**src/rtl/stack_pkg.sv**
```systemverilog
// Opcodes, FSM encoding and operand rules for the data stack.
// Shared by stack_exec and stack_alu.
package stack_pkg;

  localparam logic [3:0] OP_NOP  = 4'd0;
  localparam logic [3:0] OP_PUSH = 4'd1;
  localparam logic [3:0] OP_POP  = 4'd2;
  localparam logic [3:0] OP_DUP  = 4'd3;
  localparam logic [3:0] OP_ADD  = 4'd4;
  localparam logic [3:0] OP_SUB  = 4'd5;
  localparam logic [3:0] OP_AND  = 4'd6;
  localparam logic [3:0] OP_OR   = 4'd7;
  localparam logic [3:0] OP_NOT  = 4'd8;

  typedef enum logic [1:0] {
    S_IDLE,
    S_EXEC,
    S_DONE
  } state_t;

  function automatic logic [1:0] ops_needed(
    input logic [3:0] op
  );
    case (op)
      OP_POP, OP_DUP, OP_NOT: return 2'd1;
      OP_ADD, OP_SUB,
      OP_AND, OP_OR:          return 2'd2;
      default:                return 2'd0;
    endcase
  endfunction

  function automatic logic is_push(
    input logic [3:0] op
  );
    return (op == OP_PUSH) || (op == OP_DUP);
  endfunction

  function automatic logic is_binary(
    input logic [3:0] op
  );
    return (op == OP_ADD) || (op == OP_SUB) ||
           (op == OP_AND) || (op == OP_OR);
  endfunction

  function automatic logic is_alu(
    input logic [3:0] op
  );
    return is_binary(op) || (op == OP_NOT);
  endfunction

endpackage

```
**src/rtl/stack_alu.sv**
```systemverilog
// Combinational stack ALU: (op, nos, tos) -> result, carry.
// carry is the ADD carry-out or the SUB borrow; 0 otherwise.
module stack_alu
  import stack_pkg::*;
#(
  parameter int WIDTH = 8
) (
  input  logic [3:0]       op,
  input  logic [WIDTH-1:0] nos,
  input  logic [WIDTH-1:0] tos,
  output logic [WIDTH-1:0] result,
  output logic             carry
);

  logic [WIDTH:0] sum;
  logic [WIDTH:0] diff;

  assign sum  = {1'b0, nos} + {1'b0, tos};
  assign diff = {1'b0, nos} - {1'b0, tos};

  always_comb begin
    result = '0;
    carry  = 1'b0;
    unique case (1'b1)
      (op == OP_ADD): begin
        result = sum[WIDTH-1:0];
        carry  = sum[WIDTH];
      end
      (op == OP_SUB): begin
        result = diff[WIDTH-1:0];
        carry  = diff[WIDTH];
      end
      (op == OP_AND): result = nos & tos;
      (op == OP_OR):  result = nos | tos;
      (op == OP_NOT): result = ~tos;
      default: ;
    endcase
  end

endmodule

```
**src/rtl/stack_exec.sv**
```systemverilog
// Data stack with integrated ALU, IDLE->EXEC->DONE per command.
// Define STACK_ALU_FLAGS_EN to add the z/c/n ALU flag outputs.
module stack_exec
  import stack_pkg::*;
#(
  parameter int WIDTH = 8,
  parameter int DEPTH = 16
) (
  input  logic                       clock,
  input  logic                       reset,
  input  logic [3:0]                 op,
  input  logic                       op_valid,
  input  logic [WIDTH-1:0]           push_data,
  input  logic                       err_clr,
  output logic                       busy,
  output logic                       done,
  output logic [WIDTH-1:0]           top,
  output logic [$clog2(DEPTH+1)-1:0] depth_cnt,
  output logic                       empty,
  output logic                       full,
  output logic                       err_overflow,
  output logic                       err_underflow
`ifdef STACK_ALU_FLAGS_EN
  ,
  output logic                       flag_z,
  output logic                       flag_c,
  output logic                       flag_n
`endif
);

  localparam int DW = $clog2(DEPTH+1);
  localparam int AW = $clog2(DEPTH);

  state_t           state;
  logic [3:0]       op_q;
  logic [WIDTH-1:0] data_q;
  logic [WIDTH-1:0] mem [DEPTH];

  logic [AW-1:0]    tos_idx;
  logic [AW-1:0]    nos_idx;
  logic [AW-1:0]    push_idx;
  logic [WIDTH-1:0] tos;
  logic [WIDTH-1:0] nos;
  logic [WIDTH-1:0] alu_res;
  logic             alu_carry;

  logic             under;
  logic             over;
  logic             ok;
  logic             exec;

  logic [DW-1:0]    nxt_depth;
  logic [WIDTH-1:0] nxt_top;
  logic             wr_en;
  logic [AW-1:0]    wr_idx;
  logic [WIDTH-1:0] wr_data;

  assign tos_idx  = AW'(depth_cnt - DW'(1));
  assign nos_idx  = AW'(depth_cnt - DW'(2));
  assign push_idx = AW'(depth_cnt);
  assign tos      = mem[tos_idx];
  assign nos      = mem[nos_idx];

  assign empty = (depth_cnt == '0);
  assign full  = (depth_cnt == DW'(DEPTH));

  assign exec  = (state == S_EXEC);
  assign under = DW'(ops_needed(op_q)) > depth_cnt;
  assign over  = is_push(op_q) && full;
  assign ok    = !under && !over;

  stack_alu #(
    .WIDTH(WIDTH)
  ) u_alu (
    .op    (op_q),
    .nos   (nos),
    .tos   (tos),
    .result(alu_res),
    .carry (alu_carry)
  );

  always_comb begin
    nxt_depth = depth_cnt;
    nxt_top   = top;
    wr_en     = 1'b0;
    wr_idx    = push_idx;
    wr_data   = data_q;
    if (ok) begin
      unique case (1'b1)
        (op_q == OP_PUSH): begin
          wr_en     = 1'b1;
          nxt_depth = depth_cnt + DW'(1);
          nxt_top   = data_q;
        end
        (op_q == OP_DUP): begin
          wr_en     = 1'b1;
          wr_data   = tos;
          nxt_depth = depth_cnt + DW'(1);
          nxt_top   = tos;
        end
        (op_q == OP_POP): begin
          nxt_depth = depth_cnt - DW'(1);
          nxt_top   = (depth_cnt >= DW'(2)) ? nos : '0;
        end
        is_binary(op_q): begin
          wr_en     = 1'b1;
          wr_idx    = nos_idx;
          wr_data   = alu_res;
          nxt_depth = depth_cnt - DW'(1);
          nxt_top   = alu_res;
        end
        (op_q == OP_NOT): begin
          wr_en     = 1'b1;
          wr_idx    = tos_idx;
          wr_data   = alu_res;
          nxt_top   = alu_res;
        end
        default: ;
      endcase
    end
  end

  // Storage is not reset; writes only land on the EXEC edge.
  always_ff @(posedge clock) begin
    if (exec && wr_en) begin
      mem[wr_idx] <= wr_data;
    end
  end

  always_ff @(posedge clock or negedge reset) begin
    if (!reset) begin
      state         <= S_IDLE;
      op_q          <= OP_NOP;
      data_q        <= '0;
      busy          <= 1'b0;
      done          <= 1'b0;
      top           <= '0;
      depth_cnt     <= '0;
      err_overflow  <= 1'b0;
      err_underflow <= 1'b0;
    end else begin
      err_overflow  <= (err_overflow & ~err_clr) |
                       (exec & over);
      err_underflow <= (err_underflow & ~err_clr) |
                       (exec & under);
      unique case (state)
        S_IDLE: begin
          done <= 1'b0;
          if (op_valid) begin
            op_q   <= op;
            data_q <= push_data;
            busy   <= 1'b1;
            state  <= S_EXEC;
          end
        end
        S_EXEC: begin
          depth_cnt <= nxt_depth;
          top       <= nxt_top;
          done      <= 1'b1;
          state     <= S_DONE;
        end
        S_DONE: begin
          done  <= 1'b0;
          busy  <= 1'b0;
          state <= S_IDLE;
        end
        default: state <= S_IDLE;
      endcase
    end
  end

`ifdef STACK_ALU_FLAGS_EN
  always_ff @(posedge clock or negedge reset) begin
    if (!reset) begin
      flag_z <= 1'b0;
      flag_c <= 1'b0;
      flag_n <= 1'b0;
    end else if (exec && ok && is_alu(op_q)) begin
      flag_z <= (alu_res == '0);
      flag_c <= alu_carry;
      flag_n <= alu_res[WIDTH-1];
    end
  end
`endif

endmodule

```
**config.mk**
```make
export PLATFORM = sky130hd
export DESIGN_NAME = stack_exec
export DESIGN_NICKNAME = d
export VERILOG_FILES = /design/src/rtl/stack_pkg.sv /design/src/rtl/stack_alu.sv /design/src/rtl/stack_exec.sv
export SDC_FILE = /design/constraint.sdc
export NUM_CORES = 1
export LEC_CHECK = 0
export BUFFER_PORTS_ARGS = -buffer_cell sky130_fd_sc_hd__buf_4
export CAP_MARGIN = 20
export CORE_ASPECT_RATIO = 1.75
export CORE_UTILIZATION = 55
export CTS_BUF_LIST = sky130_fd_sc_hd__clkbuf_16
export DETAILED_ROUTE_END_ITERATION = 16
export PLACE_DENSITY = 0.79
export SLEW_MARGIN = 20
export SYNTH_ARGS = -nofsm -noshare
export SYNTH_HDL_FRONTEND = slang
export SYNTH_HIERARCHICAL = 1
export SYNTH_SLANG_ARGS = --single-unit
```
**constraint.sdc**
```tcl
create_clock -name clock -period 7 [get_ports clock]
set_input_delay 1.4 -clock clock [delete_from_list [all_inputs] [get_ports clock]]
set_output_delay 1.4 -clock clock [all_outputs]
set_load 0.005 [all_outputs]
```
==> results.json <==
{
  "cp.arrival_ns": 6.03,
  "dp_slack_ns": 1.25,
  "cts_hold_buf": 0,
  "post_route_cells_drive_above_1_share": 0.203,
  "holdCritPathClass": "register to register",
  "fill_cells": 1280,
  "vias": 6287,
  "root_buffer": "clkbuf_16",
  "die_area_sq_mm": 0.0174,
  "nNetsFinal": 788,
  "syn_area_per_cell_sq_um": 13.1,
  "die_h_microns": 174,
  "cts_buffer_depth": 2,
  "final_area_sq_mm": 0.0103,
  "setup_viol": 0,
  "grt_pass1_vias": 6480,
  "grt_pass1_wl_microns": 36600,
  "cts_buffers": 17,
  "antenna_found_initial": 0,
  "diodes": 0,
  "critPathRequiredTime_ns": 7.17,
  "synthesis.nets": 759,
  "period_needed_ns": 5.86,
  "syn_to_final_growth_pct": 10.8,
  "tns_ns": 0,
  "worstPathMaxFanout": 34,
  "io_buffers": 34,
  "drt_wl_total_microns": 24300,
  "fmax_mhz": 171,
  "synth_cells": 708,
  "rows": 62,
  "core_sq_mm": 0.0164,
  "cts_tree": "yes",
  "drc": 0,
  "fin_crit_sh": 0.837,
  "track_usage": 0.291,
  "clk_pin_slew_ns": 0.07,
  "dieWidth_microns": 100,
  "synth_warnings": 6,
  "cts-resized-gates": 0,
  "gr-total-overflow": 0,
  "drv_cap": 0,
  "start_util": 0.565,
  "worst_pin_slew_ns": 1.10,
  "cts-htree-levels": 4,
  "max-slew-margin-rel": 0.265,
  "worstSetupPathType": "register to register",
  "drtPass1Iterations": 6,
  "fin_ws_ns": 1.14,
  "clock_sinks": 159,
  "status": "finished clean",
  "wire_per_inst_microns": 24.9,
  "io-pin-count": 35,
  "netlist_area_sq_mm": 0.00929,
  "dpl.hpwl_microns": 17500,
  "via_per_inst": 6.45,
  "slew_viol_final": 0,
  "drt-initial-drc-count": 617,
  "place_area_sq_mm": 0.00968,
  "fin_worst_skew_ns": 0.0156,
  "rsz0062_at_grt": "false",
  "grt_max_degree": 57,
  "clk_latency_ns": 0.44,
  "hold_viol_final": 0,
  "ant_nets": 0,
  "gp_congestion": 0.994,
  "endpoint_kind": "register",
  "cts_setup_buffers": 0,
  "startpoint_type": "register"
}
==> cell usage in the layout (no fill, tap or decap), types with 3 or more instances in the layout <==
master / n
nor2b_1: 7
o21ai_1: 8
a22oi_1: 8
inv_2: 4
mux2i_1: 84
o21ai_0: 15
a211o_1: 8
clkinv_4: 3
a21oi_1: 26
mux4_2: 42
nand2_1: 63
nand2b_1: 4
and2_1: 4
nand3_1: 6
a22o_1: 8
nor2_1: 51
o21bai_1: 5
mux4_1: 6
inv_6: 4
nand4_1: 11
o22ai_1: 6
edfxtp_1: 128
o211ai_1: 7
xnor2_1: 9
ha_1: 32
mux2_2: 12
clkbuf_16: 17
inv_1: 28
dfrtp_1: 30
bufinv_16: 3
buf_4: 49
and3_1: 4
nor3_1: 10
o221ai_1: 4
==> flip-flops by register name, summed over array words and instances, names as in the netlist, 2 cells and up <==
register and cells:
data_q 8, depth_cnt 5, mem 128, op_q 4, state 2, top 8
==> per-layer routing <==
layer / vias up / GRT usage / wire (microns)
li1: 2776 / - / -
met1: 3162 / 0.314 / 8290
met2: 265 / 0.511 / 13200
met3: 84 / 0.0410 / 1080
met4: 0 / 0.213 / 1670
met5: - / 0 / 0
==> final timing paths <==
| check | depth (start not counted) | from | to | slack (ns) |
|---|---|---|---|---|
| worst max-delay path | 17 | depth_cnt[1] | mem[14][7] | 1.14 |
| worst min-delay path | 1 | top[7] | top[7] | 0.51 |
| worst max register to register | 17 | depth_cnt[1] | mem[14][7] | 1.14 |
| worst min register to register | 1 | top[7] | top[7] | 0.51 |
| max in group asynchronous | 1 | reset | depth_cnt[0] | 5.80 |
| min in group asynchronous | 1 | reset | done | 0.89 |
==> stage by stage <==
step           cells  hold slack, ns  utilization
2_1_floorplan    708           0.453            -
3_3_place_gp     941           0.490        0.588
3_5_place_dp     941           0.496        0.588
4_1_cts          973           0.512        0.626
5_1_grt          974           0.529        0.626
6_report         974           0.508        0.626
==> critical path, stage by stage, from the launching register on <==
cell,delay [ns]
dfrtp_1,0.84
inv_2,0.48
ha_2,0.48
buf_4,0.48
mux2i_1,0.17
mux4_1,0.54
mux2i_1,0.36
inv_1,0.13
ha_1,0.36
inv_2,0.08
a221oi_2,0.31
o21ai_1,0.09
a32oi_1,0.30
xnor2_1,0.19
o221ai_2,0.11
a22oi_1,0.22
o21ai_0,0.15
buf_4,0.22
==> final cells by class <==
class	count	area, sq um	area share
Multi-Input combinational cell	478	4290	0.417
Sequential cell	159	4620	0.449
Timing Repair Buffer	50	375	0.0365
Clock inverter	15	185	0.0180
Clock buffer	17	425	0.0413
Tap cell	224	280	0.0272
Inverter	31	116	0.0113
Power is not shown: default switching activity piles up to over one toggle a cycle in this logic, so the estimate is an artifact.
